===== src/rtl/shift_add_multiplier.sv =====
// Iterative shift-and-add multiplier: one partial product per clock, start/ready/done handshake, synchronous abort.
// Optional two's-complement mode is enabled by defining SIGNED_MULT_EN, which adds the is_signed input.
module shift_add_multiplier #(
    parameter int WIDTH = 8
) (
    input  logic                 clk,
    input  logic                 rst,
    input  logic                 start,
    input  logic                 abort,
`ifdef SIGNED_MULT_EN
    input  logic                 is_signed,
`endif
    input  logic [WIDTH-1:0]     multiplier,
    input  logic [WIDTH-1:0]     multiplicand,
    output logic [2*WIDTH-1:0]   product,
    output logic                 ready,
    output logic                 done
);

    localparam int CNT_W = $clog2(WIDTH + 1);

    typedef enum logic [1:0] {
        IDLE,
        RUN,
        DONE
    } state_t;

    state_t             state_q;
    logic [WIDTH-1:0]   a_q;
    logic [WIDTH-1:0]   acc_q;
    logic [WIDTH-1:0]   q_q;
    logic [CNT_W-1:0]   cnt_q;
    logic [2*WIDTH-1:0] product_q;
    logic               ready_q;
    logic               done_q;
    logic               signed_q;

    logic [WIDTH:0]     acc_ext_d;
    logic [WIDTH:0]     a_ext_d;
    logic [WIDTH:0]     sum_d;
    logic               last_d;

    assign last_d = (cnt_q == CNT_W'(1));

    // In signed mode both addends are sign-extended so the (WIDTH+1)-bit sum is exact,
    // and the final iteration weights B's sign bit negatively by subtracting A.
    always_comb begin
        // NOTE: every combinational output gets a default first so no latch is inferred.
        acc_ext_d = {1'b0, acc_q};
        a_ext_d   = {1'b0, a_q};
        if (signed_q) begin
            acc_ext_d = {acc_q[WIDTH-1], acc_q};
            a_ext_d   = {a_q[WIDTH-1], a_q};
        end
        sum_d = acc_ext_d;
        if (q_q[0]) begin
            if (signed_q && last_d) begin
                sum_d = acc_ext_d - a_ext_d;
            end else begin
                sum_d = acc_ext_d + a_ext_d;
            end
        end
    end

    // NOTE: all state is updated with non-blocking assignments so every register samples pre-edge values.
    always_ff @(posedge clk or negedge rst) begin
        if (!rst) begin
            state_q   <= IDLE;
            a_q       <= '0;
            acc_q     <= '0;
            q_q       <= '0;
            cnt_q     <= '0;
            product_q <= '0;
            ready_q   <= 1'b1;
            done_q    <= 1'b0;
            signed_q  <= 1'b0;
        end else begin
            case (state_q)
                IDLE: begin
                    done_q <= 1'b0;
                    if (ready_q && start) begin
                        a_q      <= multiplicand;
                        q_q      <= multiplier;
                        acc_q    <= '0;
                        cnt_q    <= CNT_W'(WIDTH);
`ifdef SIGNED_MULT_EN
                        signed_q <= is_signed;
`else
                        signed_q <= 1'b0;
`endif
                        ready_q  <= 1'b0;
                        state_q  <= RUN;
                    end else begin
                        ready_q  <= 1'b1;
                    end
                end
                RUN: begin
                    if (abort) begin
                        ready_q <= 1'b1;
                        state_q <= IDLE;
                    end else begin
                        acc_q <= sum_d[WIDTH:1];
                        q_q   <= {sum_d[0], q_q[WIDTH-1:1]};
                        cnt_q <= cnt_q - CNT_W'(1);
                        if (last_d) begin
                            state_q <= DONE;
                        end
                    end
                end
                DONE: begin
                    // ready stays low through the done pulse and rises one edge later.
                    product_q <= {acc_q, q_q};
                    done_q    <= 1'b1;
                    ready_q   <= 1'b0;
                    state_q   <= IDLE;
                end
                default: begin
                    ready_q <= 1'b1;
                    done_q  <= 1'b0;
                    state_q <= IDLE;
                end
            endcase
        end
    end

    assign product = product_q;
    assign ready   = ready_q;
    assign done    = done_q;

endmodule


===== config.mk =====
export PLATFORM = sky130hd
export DESIGN_NAME = shift_add_multiplier
export DESIGN_NICKNAME = d
export VERILOG_FILES = /design/src/rtl/shift_add_multiplier.sv
export SDC_FILE = /design/constraint.sdc
export NUM_CORES = 1
export LEC_CHECK = 0
export CAP_MARGIN = 20
export CORE_MARGIN = 10
export CORE_UTILIZATION = 40
export DETAILED_ROUTE_END_ITERATION = 10
export GPL_TIMING_DRIVEN = 1
export PLACE_DENSITY = 0.65
export REMOVE_ABC_BUFFERS = 1
export SETUP_SLACK_MARGIN = 0.1
export SYNTH_ARGS = -nofsm -noshare
export SYNTH_HDL_FRONTEND = slang
export SYNTH_SLANG_ARGS = --single-unit

===== constraint.sdc =====
create_clock -name clk -period 1.65 [get_ports clk]
set_input_delay 0.495 -clock clk [delete_from_list [all_inputs] [get_ports clk]]
set_output_delay 0.495 -clock clk [all_outputs]
set_load 0.005 [all_outputs]

==> results_dict.tcl, run 1 <==
set metrics [dict create \
    status "finished, violations left" \
    violations "negative setup slack" \
    seq_area_frac_synth_pct 52.17 \
    clock-sinks 48 \
    synth_edf_count 0 \
    dp_cells 356 \
    powerDensity_nw_per_um2 1638 \
    grt_pass1_wl_microns 9321 \
    io_buffers 37 \
    cp_num_buf_inv 1 \
    cts_max_path_buffers 2 \
    whs_ns 0.1204 \
    reg2regPathDepth 8 \
    place_congestion 0.8684 \
    num_rows 27 \
    cts_tree "done" \
    grt_pass1_vias 1907 \
    place_hpwl_microns 4086 \
    num_vias 1881 \
    diodes 0 \
    total_power_mw 5.310 \
    worstPathArrival_ns 2.03 \
    criticalPathCategory "reg -> reg" \
    grt_usage_pct 13.05 \
    synth_cell_types 37 \
    fmax_mhz 563.8 \
    total_leakage_power_nw 1.640 \
    yosysWarnings 0 \
    finalCritPeriodShare_pct 107.5 \
    wirelength_microns 5613 \
    wire_per_inst_microns 15.05 \
    maxSlewViolCount 0 \
    synth_flop_cell "dfrtp_1" \
    cp_max_fo 2 \
    grt_max_degree 19 \
    worstMarginPinSlew_ns 0.4527 \
    pre_cts_slack_ns -0.2465 \
    finalInstanceArea_sq_um 3241 \
    ys_seq_elements 48 \
    crit_required_ns 1.91 \
    io-pin-count 38 \
    maxCapViolCount 0 \
    synthArstFlopShare_pct 100.0 \
    antenna_left 0 \
    dieArea_sq_um 9198 \
    path_cells "ha_2 > inv_2 > fa_2 > nor2b_4 > o31ai_2 > a21oi_2 > mux2_2 > nand2_1" \
    layoutNonFillerInstCount 373 \
    setup_viol 4 \
    dieWidth_microns 95.91 \
    avgSynthCellArea_sq_um 10.48 \
    grt_setup_unrepaired "true" \
    post-route-min-period_ns 1.774 \
    area_growth_pct 40.61 \
    holdBufCountCts 0 \
    chipHeight_microns 95.91 \
    hold_violations 0 \
    first_iter_violations 105 \
    core_sq_um 5540 \
    relSlewSlack_pct 69.82 \
    skew_ns 0.007863 \
    cpLargestDelayFamily "adder cells" \
    overflow 0 \
    ir_drop_mv 0.6896 \
    fin_nets 331 \
    initial_core_util_pct 41.60 \
    clk_latency_ns 0.31 \
    setup_slack_ns -0.1238 \
    antenna_found_initial 0 \
    crit_slowest_cell "dfrtp_1" \
    drive_above_1_share_pct 29.57 \
    min_path_type "in -> async" \
    htreeDepth 2 \
    root_buffer "clkbuf_8" \
    cts-buffers-inserted 5 \
    endpoint_kind "flip-flop" \
    routed_via_density 5.043 \
    drc 0 \
    slowest_delay_ns 0.36 \
    start_kind "flip-flop" \
    synth_area_sq_um 2305 \
    clk_transition_reported_paths_ns 0.09 \
    regToRegEndpoint "acc_q[5]" \
    placed_area_sq_um 3017 \
    timing.rr.start "acc_q[0]" \
    regToRegSetupSlack_ns -0.12 \
    synthCells 220 \
    dr.pass1.iters 4 \
]
flip-flops by register name, indices dropped and copies added (netlist names):
register	count
ready	1
a_q	8
done	1
state_q	2
product	16
q_q	8
acc_q	8
cnt_q	4
timing repair:
item | CTS | global route
cloned | 0 | 0
endpoints found under the setup margin | 24 | 19
gates resized for setup | 33 | 12
pin swaps | 11 | 5
setup buffers | 3 | 6
routing by layer:
layer	wire (microns)	vias up	GRT usage [%]
li1	-	922	-
met1	2552	908	16.78
met2	2629	42	20.65
met3	304	9	3.268
met4	126	0	5.037
met5	0	-	0
placed cells by master, fill, tap and decap left out, types with 2 or more instances in the layout:
cell             instances
a21o_1                   2
a21oi_1                  3
a21oi_2                  3
a31oi_1                  3
a32oi_1                  3
and3_1                   2
buf_12                   2
buf_2                    2
buf_4                   43
clkbuf_8                 7
clkdlybuf4s50_1         17
dfrtp_1                 46
dlygate4sd2_1           17
ha_1                     7
ha_4                     2
inv_1                    5
mux2_2                  15
mux2i_1                  9
nand2_1                 45
nand2b_1                 2
nand3_1                  5
nand4_1                  2
nor2_1                   7
nor2b_1                  3
nor2b_4                  2
nor3_2                   2
o21a_1                   2
o21ai_0                 14
o21ai_1                  4
o21ai_2                  2
xnor2_1                  2
power breakdown:
part | total, mW | switching (mW) | internal (mW)
Sequential | 1.92 | 0.303 | 1.62
Combinational | 2.62 | 1.24 | 1.38
Clock | 0.771 | 0.389 | 0.383
Total | 5.31 | 1.93 | 3.38
synth_stat cells (2+ instances only):
| master | count | area share [%] |
|---|---|---|
| nand4_1 | 2 | 0.54 |
| ha_1 | 10 | 5.4 |
| dfrtp_1 | 47 | 51 |
| nand2_1 | 46 | 7.5 |
| nor3_1 | 2 | 0.43 |
| a32oi_1 | 3 | 1.1 |
| a21oi_1 | 6 | 1.3 |
| nor2_1 | 7 | 1.1 |
| nor2b_1 | 4 | 1.1 |
| o21ai_0 | 19 | 4.1 |
| mux2_2 | 15 | 7.3 |
| buf_2 | 7 | 1.5 |
| o21a_1 | 2 | 0.65 |
| o31ai_1 | 2 | 0.65 |
| clkbuf_1 | 3 | 0.49 |
| nand3_1 | 5 | 1.1 |
| and3_1 | 2 | 0.54 |
| nand2b_1 | 2 | 0.54 |
| a31oi_1 | 3 | 0.81 |
| xnor2_1 | 2 | 0.76 |
| a21o_1 | 2 | 0.65 |
| inv_1 | 6 | 0.98 |
| mux2i_1 | 9 | 3.9 |
worst max path at each step:
stage / startpoint / to / cells past startpoint
6_report: acc_q[0] / acc_q[5] / 8
3_5_place_dp: abort / acc_q[5] / 5
5_1_grt: acc_q[0] / acc_q[5] / 8
2_1_floorplan: state_q[1] / acc_q[2] / 5
4_1_cts: acc_q[0] / acc_q[5] / 8
3_3_place_gp: abort / cnt_q[3] / 6
cells by family (layout without fill, tap and decap cells):
group,after synthesis,in the layout,synth area share [%]
and+or+nand+nor,76,76,14.93
DFF,48,48,52.17
AOI/OAI and AO/OA,42,42,11.24
muxes,24,24,11.24
buffers and inverters,16,97,2.986
adders and majority gates,11,11,6.298
xor gates and xnor gates,3,3,1.140
metrics by stage:
| stage | util (%) | TNS (ns) |
|---|---|---|
| final | 58.49 | -0.2300 |
| after global routing | 58.49 | -0.8558 |
| after CTS | 56.84 | -0.2100 |
| after detailed placement | 54.45 | -3.397 |
| after global placement | 54.45 | -3.274 |
| after floorplan | - | -3.825 |
final cells by class:
type,instances,area (sq um)
timing repair buffer,83,715.7
multi-input combinational,156,1109
inverter,6,22.52
fill,500,2300
sequential,48,1204
tap,72,90.09
clock buffer,8,100.1
Power figures use the tool's default switching activity.
==> run 2, diff against run 1 <==
--- a/config.mk
+++ b/config.mk
@@ -10,6 +10,7 @@
 export CORE_UTILIZATION = 40
 export DETAILED_ROUTE_END_ITERATION = 10
 export GPL_TIMING_DRIVEN = 1
+export HOLD_SLACK_MARGIN = 0.15
 export PLACE_DENSITY = 0.65
 export REMOVE_ABC_BUFFERS = 1
 export SETUP_SLACK_MARGIN = 0.1
==> run 2 against run 1 <==
  * The flow still finishes with violations (negative setup slack)
  * Clock power about the same
  * Critical path depth unchanged
  * Setup slack about the same
  * Maximum frequency about the same
==> results_dict.tcl, run 2 (synthesis results as in run 1) <==
set metrics [dict create \
    crit_required_ns 1.90 \
    multi_input_area_sq_um 1109 \
    area_growth_pct 41.04 \
    grt_setup_unrepaired "true" \
    initial_core_util_pct 41.60 \
    clock-sinks 48 \
    routed_via_density 5.056 \
    start_kind "flip-flop" \
    wire_per_inst_microns 15.14 \
    crit_slowest_cell "dfrtp_1" \
    setup_slack_ns -0.1236 \
    fill_cells 499 \
    min_path_type "reg -> reg" \
    placed_area_sq_um 3017 \
    p_comb_share_pct 49.4 \
    place_hpwl_microns 4086 \
    overflow 0 \
    whs_ns 0.4745 \
    pre_cts_slack_ns -0.2465 \
    largest_register_ff_count 16 \
    dieArea_sq_um 9198 \
    grt_usage_pct 13.11 \
    root_buffer "clkbuf_8" \
    violations "negative setup slack" \
    cts_max_path_buffers 2 \
    p_seq_share_pct 36.2 \
    dr.pass1.iters 4 \
    drive_above_1_share_pct 29.47 \
    cp_num_buf_inv 1 \
    cts_tree "done" \
    worstPathArrival_ns 2.03 \
    p_sw_mw 1.936 \
    cp_max_fo 2 \
    cp-startpoint "acc_q[0]" \
    ir_drop_mv 0.6908 \
    total_power_mw 5.318 \
    total_leakage_power_nw 1.644 \
    final_common_cell "dfrtp_1" \
    relSlewSlack_pct 69.83 \
    utilization_pct 58.67 \
    place_congestion 0.8684 \
    htreeDepth 2 \
    grt_pass1_vias 1908 \
    num_rows 27 \
    slowest_delay_ns 0.37 \
    core_sq_um 5540 \
    num_vias 1891 \
    grt_pass1_wl_microns 9356 \
    io-pin-count 38 \
    path_cells "ha_2 > inv_2 > fa_2 > nor2b_4 > o31ai_2 > a21oi_2 > mux2_2 > nand2_1" \
    skew_ns 0.007875 \
    finalInstanceArea_sq_um 3251 \
    worstMarginPinSlew_ns 0.4526 \
    post-route-min-period_ns 1.774 \
    dp_cells 356 \
    maxCapViolCount 0 \
    clk_latency_ns 0.31 \
    finalSetupTns_ns -0.2316 \
    cts-buffers-inserted 5 \
    io_buffers 37 \
    criticalPathCategory "reg -> reg" \
    maxSlewViolCount 0 \
    mostFrequentLayoutCells "dfrtp_1 (46), nand2_1 (45), buf_4 (43)" \
    setup_viol 4 \
    p_int_mw 3.382 \
    wirelength_microns 5663 \
    finalCritPeriodShare_pct 107.5 \
    endpoint_kind "flip-flop" \
    hold_start "done" \
    pwr-share-clk_pct 14.5 \
    hold_violations 0 \
    sw_frac_of_total_pct 36.41 \
    first_iter_violations 127 \
    fmax_mhz 563.8 \
    fin_nets 332 \
    timing.rr.start "acc_q[0]" \
    grt_max_degree 19 \
    dieWidth_microns 95.91 \
    antenna_left 0 \
    drc 0 \
    diodes 0 \
    chipHeight_microns 95.91 \
    powerDensity_nw_per_um2 1636 \
    ff_latch_area_sq_um 1204 \
    layoutNonFillerInstCount 374 \
    cpLargestDelayFamily "adder cells" \
    clk_transition_reported_paths_ns 0.09 \
    antenna_found_initial 0 \
    status "finished, violations left" \
]
## run 2: changes by cell type in the layout (fill, tap and decap cells not counted), sizes merged
| cell | before | now |
|---|---|---|
| dlygate4sd3 | 0 | 1 |
## run 2: area by class of cell
type                    instances  area share, %
flip-flops and latches         48          37.03
inverters                       6         0.6928
well taps                      72          2.771
clock buffers                   8          3.079
multi-input cells             156          34.10
repair buffers                 84          22.32
## run 2: path summary, 6_finish.rpt
kind | cells after the start | endpoint | slack [ns]
hold / removal | 2 | done | 0.47
min in group asynchronous | 2 | done | 0.68
hold reg to reg | 2 | done | 0.47
setup reg to reg | 8 | acc_q[5] | -0.12
max in group asynchronous | 3 | acc_q[2] | 0.52
setup / recovery | 8 | acc_q[5] | -0.12
## run 2: metal layers
layer  share of wire, %  global-route usage (%)
met5                  0                       0
met3                5.3                   3.268
met4                2.2                   5.037
met1                 45                   16.78
met2                 47                   20.88
## run 2: timing repair
item | in CTS | in global routing
buffers inserted | 3 | 6
hold buffers | 1 | 0
setup endpoints to repair | 24 | 19
pin swaps | 11 | 5
endpoints found under the hold margin | 15 | 0
gates resized for setup | 33 | 12
## run 2: power groups by stage
stage / sequential, mW / combinational [mW] / clock, mW
2_1_floorplan: 1.90 / 1.22 / 0
3_3_place_gp: 1.93 / 2.39 / 0
3_5_place_dp: 1.94 / 2.42 / 0
4_1_cts: 1.92 / 2.43 / 0.786
5_1_grt: 1.98 / 2.93 / 0.844
6_report: 1.92 / 2.63 / 0.770
## run 2: tightest hold or removal path, stage by stage, from the launching register on
cell	delay, ns
dfrtp_1	0.34
nand2_1	0.05
nand2_1	0.05
==> run 3, diff against run 2 <==
==> constraint.sdc (replaced) <==
create_clock -name clk -period 1.65 [get_ports clk]
set_input_delay 0.2475 -clock clk [delete_from_list [all_inputs] [get_ports clk]]
set_output_delay 0.2475 -clock clk [all_outputs]
set_load 0.005 [all_outputs]
==> run 3 against run 2 <==
  * The flow still finishes with violations (negative setup slack)
  * Cell area fell by 1.5%
  * Register-to-register slack barely moved
  * Clock skew fell by 0.0030 ns
  * Largest power group unchanged
==> results_dict.tcl, run 3 (synthesis results as in run 1) <==
set metrics [dict create \
    relSlewSlack_pct 72.32 \
    largest_register_ff_count 16 \
    drive_above_1_share_pct 26.21 \
    diodes 0 \
    fmax_mhz 562.4 \
    io_buffers 37 \
    p_comb_share_pct 48.8 \
    pwr-share-clk_pct 15.6 \
    endpoint_kind "flip-flop" \
    dieWidth_microns 95.91 \
    area_growth_pct 38.93 \
    worstPathArrival_ns 2.02 \
    grt_usage_pct 12.93 \
    sw_frac_of_total_pct 35.49 \
    violations "negative setup slack" \
    cts_max_path_buffers 2 \
    cp_max_fo 2 \
    skew_ns 0.004878 \
    clock-sinks 48 \
    num_vias 1836 \
    powerDensity_nw_per_um2 1678 \
    drc 0 \
    reg2regPathDepth 8 \
    setup_slack_ns -0.1282 \
    num_rows 27 \
    pre_cts_slack_ns -0.2865 \
    maxCapViolCount 0 \
    regToRegSetupSlack_ns -0.13 \
    timing.rr.start "a_q[0]" \
    wire_per_inst_microns 15.13 \
    htreeDepth 2 \
    dr.pass1.iters 4 \
    status "finished, violations left" \
    criticalPathCategory "reg -> reg" \
    total_leakage_power_nw 1.508 \
    initial_core_util_pct 41.60 \
    p_sw_mw 1.907 \
    wirelength_microns 5477 \
    core_sq_um 5540 \
    grt_pass1_vias 1880 \
    overflow 0 \
    dieArea_sq_um 9198 \
    p_seq_share_pct 35.5 \
    fin_nets 320 \
    hold_violations 0 \
    final_common_cell "dfrtp_1" \
    worstMarginPinSlew_ns 0.4152 \
    chipHeight_microns 95.91 \
    fill_cells 532 \
    place_hpwl_microns 4091 \
    crit_required_ns 1.89 \
    p_int_mw 3.466 \
    post-route-min-period_ns 1.778 \
    grt_setup_unrepaired "true" \
    root_buffer "clkbuf_8" \
    cts_tree "done" \
    setup_viol 3 \
    clk_latency_ns 0.30 \
    maxSlewViolCount 0 \
    multi_input_area_sq_um 1112 \
    start_kind "flip-flop" \
    first_iter_violations 90 \
    io-pin-count 38 \
    mostFrequentLayoutCells "dfrtp_1 (47), nand2_1 (46), clkdlybuf4s50_1 (35)" \
    place_congestion 0.8819 \
    ff_latch_area_sq_um 1202 \
    cp-startpoint "a_q[0]" \
    grt_max_degree 33 \
    ir_drop_mv 0.8082 \
    whs_ns 0.4120 \
    finalSetupTns_ns -0.1712 \
    clk_transition_reported_paths_ns 0.09 \
    finalCritPeriodShare_pct 107.8 \
    grt_pass1_wl_microns 9349 \
    min_path_type "in -> async" \
    utilization_pct 57.79 \
    regToRegEndpoint "acc_q[5]" \
    antenna_left 0 \
    antenna_found_initial 0 \
    crit_end "acc_q[5]" \
    cts-buffers-inserted 5 \
    routed_via_density 5.072 \
]
-- run 3: cell type report --
class / instances / area share (%)
Clock buffer: 6 / 2.267
Clock inverter: 2 / 1.094
Inverter: 6 / 0.7034
Multi-Input combinational cell: 156 / 34.74
Sequential cell: 48 / 37.55
Tap cell: 72 / 2.814
Timing Repair Buffer: 72 / 20.83
-- run 3: worst min-delay path by stage --
stage                             to  slack [ns]  start  depth (start not counted)
after floorplan               a_q[0]       -0.05    rst                          0
after global placement    product[5]        0.20    rst                          1
after detailed placement  product[5]        0.21    rst                          1
after CTS                 product[5]        0.42    rst                          2
after global routing      product[5]        0.43    rst                          2
final                     product[5]        0.41    rst                          2
-- run 3: critical path, cell delays in order, from the launching register on --
cell	delay, ns
dfrtp_1	0.36
ha_2	0.19
inv_2	0.04
fa_2	0.36
nor2b_4	0.13
o31ai_2	0.09
a21oi_2	0.19
mux2_4	0.32
nand2_1	0.06
-- run 3: repair_timing --
item,CTS,global route
setup endpoints to repair,7,10
pin swaps,12,3
hold buffers,1,0
gates resized for setup,16,7
buffers inserted,4,0
hold endpoints to repair,15,0
-- run 3: stage by stage --
step	instances	power (mW)	cell area, sq um
after floorplan	210	3.127	2258
after global placement	349	4.277	2977
after detailed placement	349	4.347	2977
after CTS	362	5.345	3176
after global routing	362	5.812	3202
final	362	5.373	3202
-- run 3: per-layer routing --
layer / global-route usage (%) / routed length [microns] / vias up
li1: - / - / 901
met3: 2.957 / 323 / 2
met4: 4.054 / 37 / 0
met2: 20.43 / 2686 / 40
met1: 17.20 / 2430 / 893
met5: 0 / 0 / -
-- run 3: power groups by stage --
stage          clock network [mW]  registers, mW  logic [mW]
2_1_floorplan                   0           1.90        1.22
3_3_place_gp                    0           1.90        2.38
3_5_place_dp                    0           1.92        2.43
4_1_cts                     0.862           1.91        2.57
5_1_grt                     0.916           1.97        2.93
6_report                    0.840           1.91        2.62
